$ cat src/rtl/fc_vector_collector.sv
// Serial-to-parallel activation collector for a fully connected layer.
// Optional ping-pong buffering is enabled with FC_COLLECT_DBUF_EN.
module fc_vector_collector #(
  parameter int WIDTH = 8,
  parameter int IN    = 128
) (
  input  logic                     clk,
  input  logic                     rst,
  input  logic [WIDTH-1:0]         in_data,
  input  logic                     in_valid,
  input  logic                     in_last,
  output logic                     in_ready,
  output logic [WIDTH-1:0]         x [0:IN-1],
  output logic                     vec_valid,
  input  logic                     vec_ready,
  output logic [$clog2(IN+1)-1:0]  fill_cnt,
  output logic                     short_frame
);

  localparam int CW = $clog2(IN+1);
  localparam int IW = $clog2(IN);
  localparam logic [CW-1:0] LAST = CW'(IN-1);

  logic          accept;
  logic          close;
  logic [IW-1:0] wr_idx;

  assign wr_idx = fill_cnt[IW-1:0];
  assign accept = in_valid && in_ready;
  assign close  = accept && (in_last || fill_cnt == LAST);

`ifdef FC_COLLECT_DBUF_EN

  logic [WIDTH-1:0] mem [0:1][0:IN-1];
  logic             wr_sel;
  logic             rd_sel;
  logic [1:0]       full;

  // A write and a release never target the same buffer: writing needs
  // !full[wr_sel], releasing needs full[rd_sel].
  assign in_ready  = !full[wr_sel];
  assign vec_valid = full[rd_sel];

  always_comb begin
    for (int unsigned i = 0; i < IN; i++) x[i] = mem[rd_sel][i];
  end

  always_ff @(posedge clk) begin
    if (rst) begin
      wr_sel      <= 1'b0;
      rd_sel      <= 1'b0;
      full        <= '0;
      fill_cnt    <= '0;
      short_frame <= 1'b0;
      for (int unsigned b = 0; b < 2; b++)
        for (int unsigned i = 0; i < IN; i++) mem[b][i] <= '0;
    end else begin
      short_frame <= close && (fill_cnt != LAST);
      if (vec_valid && vec_ready) begin
        full[rd_sel] <= 1'b0;
        rd_sel       <= ~rd_sel;
        for (int unsigned i = 0; i < IN; i++) mem[rd_sel][i] <= '0;
      end
      if (accept) begin
        mem[wr_sel][wr_idx] <= in_data;
        if (close) begin
          full[wr_sel] <= 1'b1;
          wr_sel       <= ~wr_sel;
          fill_cnt     <= '0;
        end else begin
          fill_cnt <= fill_cnt + CW'(1);
        end
      end
    end
  end

`else

  typedef enum logic {FILL, HOLD} state_t;

  state_t           state;
  state_t           state_nx;
  logic [WIDTH-1:0] mem [0:IN-1];

  assign in_ready  = (state == FILL);
  assign vec_valid = (state == HOLD);

  always_comb begin
    for (int unsigned i = 0; i < IN; i++) x[i] = mem[i];
  end

  always_comb begin
    state_nx = state;
    unique case (state)
      FILL: if (close)     state_nx = HOLD;
      HOLD: if (vec_ready) state_nx = FILL;
      default: state_nx = FILL;
    endcase
  end

  always_ff @(posedge clk) begin
    if (rst) begin
      state       <= FILL;
      fill_cnt    <= '0;
      short_frame <= 1'b0;
      for (int unsigned i = 0; i < IN; i++) mem[i] <= '0;
    end else begin
      state       <= state_nx;
      short_frame <= close && (fill_cnt != LAST);
      if (accept) begin
        mem[wr_idx] <= in_data;
        fill_cnt    <= fill_cnt + CW'(1);
      end
      if (vec_valid && vec_ready) begin
        fill_cnt <= '0;
        for (int unsigned i = 0; i < IN; i++) mem[i] <= '0;
      end
    end
  end

`endif

endmodule

$ cat config.mk
export PLATFORM = sky130hd
export DESIGN_NAME = fc_vector_collector
export DESIGN_NICKNAME = d
export VERILOG_FILES = /design/src/rtl/fc_vector_collector.sv
export SDC_FILE = /design/constraint.sdc
export NUM_CORES = 1
export LEC_CHECK = 0
export ABC_AREA = 1
export CORE_AREA = 4 4 412 414
export DETAILED_ROUTE_END_ITERATION = 10
export DIE_AREA = 0 0 416 418
export GPL_TIMING_DRIVEN = 0
export HOLD_SLACK_MARGIN = 0.06
export SYNTH_ARGS = -nofsm -noshare
export SYNTH_HDL_FRONTEND = slang
export SYNTH_SLANG_ARGS = --single-unit
$ cat constraint.sdc
create_clock -name clk -period 4.1 [get_ports clk]
set_clock_uncertainty 0.15 [all_clocks]
set_input_delay 1.025 -clock clk [delete_from_list [all_inputs] [get_ports clk]]
set_output_delay 1.025 -clock clk [all_outputs]
set_load 0.02 [all_outputs]
==> run summary, run 1 <==
vias in the first global route: 25351
total track usage: 19.4%
async set-reset flop share out of synthesis: 0%
pwr dens: 457 mW/mm^2
CTS clk-pin slew, worst paths: 0.06 ns
status: finished with violations
# setup viols final: 4
syn_nets: 2569
vias per cell: 4.40
number of nets with antenna violations after routing: 0
post-synthesis cell count: 2555
most common cell after layout, fill and taps aside: clkdlybuf4s50_1
flops & latches, synth: 1034
reg2reg path depth: 8
CP required: 4.30 ns
grt total ovfl: 0
worst path arrival time: 4.32 ns
sw power: 6290 uW
CTS buffer count: 110
DRT Pass-1 Iters: 5
part of the power in registers: 49.6%
worst-margin pin slew: 1.39 ns
die height: 418 microns
first-pass GRT wire length: 228000 microns
worst reg2reg setup slack: 0.44 ns
Main synth FF type: edfxtp_1
Die ar.: 0.174 sq mm
Hold Path Depth: 2
Filler cells: 16504
critical setup path kind: primary input to flop
vias after detailed routing: 26561
post-DP HPWL: 135000 microns
reg2reg start: vec_valid
Synth Warn #: 0
Worst-Skew Late Latency: 0.75 ns
Pleak: 0.0199 uW
Fmax: 243 MHz
Internal: 18400 uW
Layout Nets: 3751
Max IR drop VDD: 346 uV
post-synth cell types: 22
final setup margin: -0.0149 ns
EDFF count, synth: 1024
# Max-Cap Violations: 0
Slew Limit Headroom: 7.01%
Initial Utilization: 22.1%
WHS Endpoint: fill_cnt[7]
Sw Share: 25.4%
Final Hold Fails: 0
largest net degree at the start of global routing: 18
final worst-path cycle share: 100%
critical path startpoint category: primary input
Crit Path Max Fanout: 10
Die X: 416 microns
Hold Crit Class: flop to flop
Core Region: 0.166 sq mm
CTS Root Cell: clkbuf_16
combinational power share: 10.6%
failing checks: setup timing
final setup TNS: -0.0585 ns
Rows: 150
DR iter-0 viols: 2989
IO Pins: 1048
antenna violations before repair: 7
port bufs: 1047
post-synthesis cell area: 0.0368 sq mm
RSZ-0062 raised after global routing: no
Total Power: 24700 uW
layout cells sized above 1: 6.25%
Layout area overhead: 47.0%
pre-CTS setup slack: -2.07 ns
clk sinks: 1034
H-tree levels: 3
Routed WL: 177000 microns
Final min period: 4.11 ns
wire length per cell: 29.3 microns
Hold-fix buffers, CTS: 0
clock power share: 39.9%
Critical Path End Type: flop
maximum buffer depth of the clock tree: 3
Pins Over Slew Limit: 0
post-synthesis area per instance: 14.4 sq um
hold_sp: fill_cnt[7]
reg-to-reg endpoint: mem[115][0]
Seq/Total Area, Yosys: 84.1%
CTS tree: done
DR DRC count: 0
routability congestion estimate from global placement: 0.887
commonest non-fill, non-tap cells in the layout: 1047 x clkdlybuf4s50_1, 1043 x nor2_1, 1024 x edfxtp_1, 261 x nand2_1, 135 x clkbuf_1
-- through the flow --
stage,hold WS [ns],std cells,utilization (%),area (sq um)
after CTS,0.385,6026,32.5,54000
final,0.389,6030,32.5,54100
after global placement,0.379,5806,30.1,50000
after floorplan,0.437,2555,-,36800
after global routing,0.444,6029,32.5,54100
after detailed placement,0.376,5822,30.3,50400
-- Yosys cell counts (2+ instances only) --
master / count / area, sq um
a21oi_1: 6 / 30.0
buf_2: 6 / 30.0
buf_4: 2 / 15.0
clkbuf_1: 125 / 469
dfxtp_1: 10 / 200
edfxtp_1: 1024 / 30700
inv_1: 17 / 63.8
inv_2: 6 / 22.5
nand2_1: 268 / 1010
nand2_2: 11 / 68.8
nand3_1: 10 / 50.1
nor2_1: 1049 / 3940
nor2_2: 9 / 56.3
o21ai_0: 4 / 20.0
-- per-layer routing --
metal	global-route usage [%]	vias up	wire, microns	part of all wire (%)
met2	35.4	1535	92400	52
met3	4.95	318	14900	8.4
met4	7.83	2	7970	4.5
met5	0	-	7	0.0040
li1	-	11127	-	-
met1	21.6	13579	61600	35
-- state kept, by name, summed over array words and instances (netlist names) --
name,count
mem,1024
short_frame,1
fill_cnt,8
vec_valid,1
-- worst max-delay path, cell delays in order --
cell and delay (ns):
clkdlybuf4s50_1 0.63, nand2_2 0.18, nor2_2 0.20, inv_2 0.18, nor2_4 0.50, buf_4 0.50, nand2_1 0.52, nand2_2 0.52
-- worst max path at each step --
stage / from / to / slack [ns]
final: in_valid / mem[115][0] / -0.01
after global routing: in_valid / mem[115][0] / 0.01
after CTS: in_valid / mem[115][0] / 0.03
after detailed placement: in_valid / mem[81][6] / -2.07
after global placement: in_valid / mem[20][2] / -2.20
after floorplan: vec_ready / mem[123][0] / 1.43
-- kinds of logic after synthesis --
kind of cell | share of synthesized area, %
and+or+nand+nor | 14.0
DFF | 84.1
buffers and inverters | 1.64
AOI/OAI and AO/OA | 0.156
adders and majority gates | 0.0340
-- cell type report --
| cell class | count | area, sq um | share of cell area [%] |
|---|---|---|---|
| Buffer | 133 | 547 | 1.01 |
| Multi-Input combinational cell | 1364 | 5310 | 9.81 |
| Clock buffer | 137 | 2880 | 5.32 |
| Inverter | 23 | 86.3 | 0.160 |
| Clock inverter | 63 | 633 | 1.17 |
| Tap cell | 2204 | 2760 | 5.10 |
| Timing Repair Buffer | 1071 | 10900 | 20.2 |
| Sequential cell | 1034 | 30900 | 57.2 |
| Antenna cell | 1 | 2.50 | 0.00463 |
-- power by group through the flow --
stage               sequential, uW  clock (uW)  combinational, uW
floorplan                    13100           0                374
global route                 12300       10400               2680
detailed placement           12500           0               2630
CTS                          12300       10000               2650
global placement             12500           0               2590
finish                       12300        9850               2610
-- timing repair --
| item | 4_1_cts | 5_1_grt |
|---|---|---|
| setup endpoints to repair | 807 | 8 |
| pin swaps | 1 | 1 |
| resized for setup | 21 | 0 |
| setup buffers | 5 | 3 |
Power figures use the tool's default switching activity.
==> run 2: changes to the inputs <==
--- a/config.mk
+++ b/config.mk
@@ -14,3 +14,4 @@
 export SYNTH_ARGS = -nofsm -noshare
 export SYNTH_HDL_FRONTEND = slang
 export SYNTH_SLANG_ARGS = --single-unit
+export TNS_END_PERCENT = 50
==> results of run 2 <==
Same layout as run 1: the final DEF is identical, and so are final timing and power.
==> run 3: changes to the inputs <==
--- a/config.mk
+++ b/config.mk
@@ -7,10 +7,12 @@
 export LEC_CHECK = 0
 export ABC_AREA = 1
 export CORE_AREA = 4 4 412 414
+export CTS_CLUSTER_SIZE = 25
 export DETAILED_ROUTE_END_ITERATION = 10
 export DIE_AREA = 0 0 416 418
 export GPL_TIMING_DRIVEN = 0
 export HOLD_SLACK_MARGIN = 0.06
+export MAX_ROUTING_LAYER = met4
 export SYNTH_ARGS = -nofsm -noshare
 export SYNTH_HDL_FRONTEND = slang
 export SYNTH_SLANG_ARGS = --single-unit
==> run 3 against run 2 <==
The flow now finishes without violations. Global-route usage increased by 0.58 points. Sequential share of layout area unchanged. Fmax grew 0.59%. Routed wire length about the same. Via count hardly changed. Clock power barely moved. Combinational power is essentially flat. Non-clock buffer count unchanged. Utilization unchanged. Critical endpoint is now mem[43][7].
==> run summary, run 3 (same netlist as run 1, synthesis figures left out) <==
reg2reg start: vec_valid
CTS buffer count: 110
grt total ovfl: 0
Total Power: 24700 uW
Hold Path Depth: 2
total track usage: 20.0%
Max IR drop VDD: 342 uV
Layout area overhead: 47.0%
CP Cell Sequence: clkdlybuf4s50_1 -> nand2_2 -> nor2_2 -> inv_2 -> nor2_4 -> buf_4 -> nand2_1 -> nand2_1
Biggest register: mem
Rows: 150
Initial Utilization: 22.1%
vias after detailed routing: 26551
Top Registers: mem (1024), fill_cnt (8)
Largest register FFs: 1024
status: complete, no violations
WHS Endpoint: fill_cnt[7]
Pleak: 0.0199 uW
# Max-Cap Violations: 0
number of nets with antenna violations after routing: 0
CTS clk-pin slew, worst paths: 0.06 ns
Worst-Skew Late Latency: 0.76 ns
largest net degree at the start of global routing: 18
die height: 418 microns
pwr dens: 457 mW/mm^2
port bufs: 1047
IO Pins: 1048
Critical Path End Type: flop
DRT Pass-1 Iters: 5
Crit Path Max Fanout: 10
final worst-path cycle share: 99.8%
antenna violations before repair: 8
clk sinks: 1034
Pins Over Slew Limit: 0
critical setup path kind: primary input to flop
Layout Nets: 3751
first-pass GRT wire length: 228000 microns
CTS tree: done
layout cells sized above 1: 6.25%
Routed WL: 177000 microns
Slew Limit Headroom: 3.24%
Die X: 416 microns
cell mode on critical path: nand2_1
final setup TNS: 0 ns
pre-CTS setup slack: -2.07 ns
maximum buffer depth of the clock tree: 3
critical path startpoint category: primary input
post-DP HPWL: 135000 microns
CP required: 4.30 ns
# setup viols final: 0
worst-margin pin slew: 1.45 ns
routability congestion estimate from global placement: 0.902
worst reg2reg setup slack: 0.47 ns
vias per cell: 4.40
Die ar.: 0.174 sq mm
DR iter-0 viols: 3139
RSZ-0062 raised after global routing: no
Final Hold Fails: 0
Filler cells: 16503
fin area: 0.0541 sq mm
Core Region: 0.166 sq mm
wire length per cell: 29.3 microns
commonest non-fill, non-tap cells in the layout: 1047 x clkdlybuf4s50_1, 1043 x nor2_1, 1024 x edfxtp_1, 261 x nand2_1, 135 x clkbuf_1
worst-path cell with the longest stage delay: clkdlybuf4s50_1
reg-to-reg endpoint: mem[43][7]
reg2reg path depth: 8
Fmax: 244 MHz
CTS Root Cell: clkbuf_16
most common cell after layout, fill and taps aside: clkdlybuf4s50_1
Hold Crit Class: flop to flop
DR DRC count: 0
Cell Area, Placed: 0.0504 sq mm
worst path arrival time: 4.29 ns
vias in the first global route: 25327
hold_sp: fill_cnt[7]
Final min period: 4.09 ns
H-tree levels: 3
CP max stage delay: 0.63 ns
final setup margin: 0.00944 ns
-- run 3: cell counts in the layout (fill, tap and decap cells not counted) --
No cell type changed its count.
-- run 3: metal layers --
layer	global-route usage [%]	up-vias	share of wire, %
met4	7.60	0	4.3
li1	-	11128	-
met3	4.72	300	8.2
met2	35.5	1487	52
met5	-	-	0
met1	21.8	13636	35
-- run 3: worst max-delay path by stage --
stage,start,end
after global routing,in_valid,mem[115][0]
after CTS,in_valid,mem[115][0]
after global placement,in_valid,mem[20][2]
after floorplan,vec_ready,mem[123][0]
final,in_valid,mem[43][7]
after detailed placement,in_valid,mem[81][6]
-- run 3: worst max-delay path, delay by kind of cell --
kind / cells / cell delay, ns
buffers and inverters: 3 / 1.31
and+or+nand+nor: 5 / 1.89
-- run 3: per-stage QoR --
step                cells  hold WS [ns]  utilization (%)
finish               6030         0.393             32.5
global route         6030         0.444             32.5
CTS                  6026         0.385             32.5
detailed placement   5822         0.376             30.3
global placement     5806         0.379             30.1
floorplan            2555         0.437                -
-- run 3: what timing repair did --
item | in CTS | in global routing
endpoints found under the hold margin | 0 | 0
pin swaps | 1 | 1
hold buffers | 0 | 0
setup buffers | 5 | 3
endpoints found under the setup margin | 807 | 8
resized for setup | 21 | 0
gates cloned | 0 | 0
-- run 3: cell type report --
class,count,area (sq um),area share [%]
Buffer,133,547,1.01
Inverter,23,86.3,0.160
Sequential cell,1034,30900,57.2
Tap cell,2204,2760,5.10
Antenna cell,1,2.50,0.00463
Multi-Input combinational cell,1364,5310,9.81
Clock buffer,137,2880,5.32
Clock inverter,63,633,1.17
Timing Repair Buffer,1071,10900,20.2
-- run 3: power by group --
| group | switching, uW | internal (uW) | total [uW] |
|---|---|---|---|
| registers | 169 | 12100 | 12300 |
| clock network | 4370 | 5500 | 9870 |
| logic | 1760 | 849 | 2610 |
| total | 6300 | 18400 | 24700 |
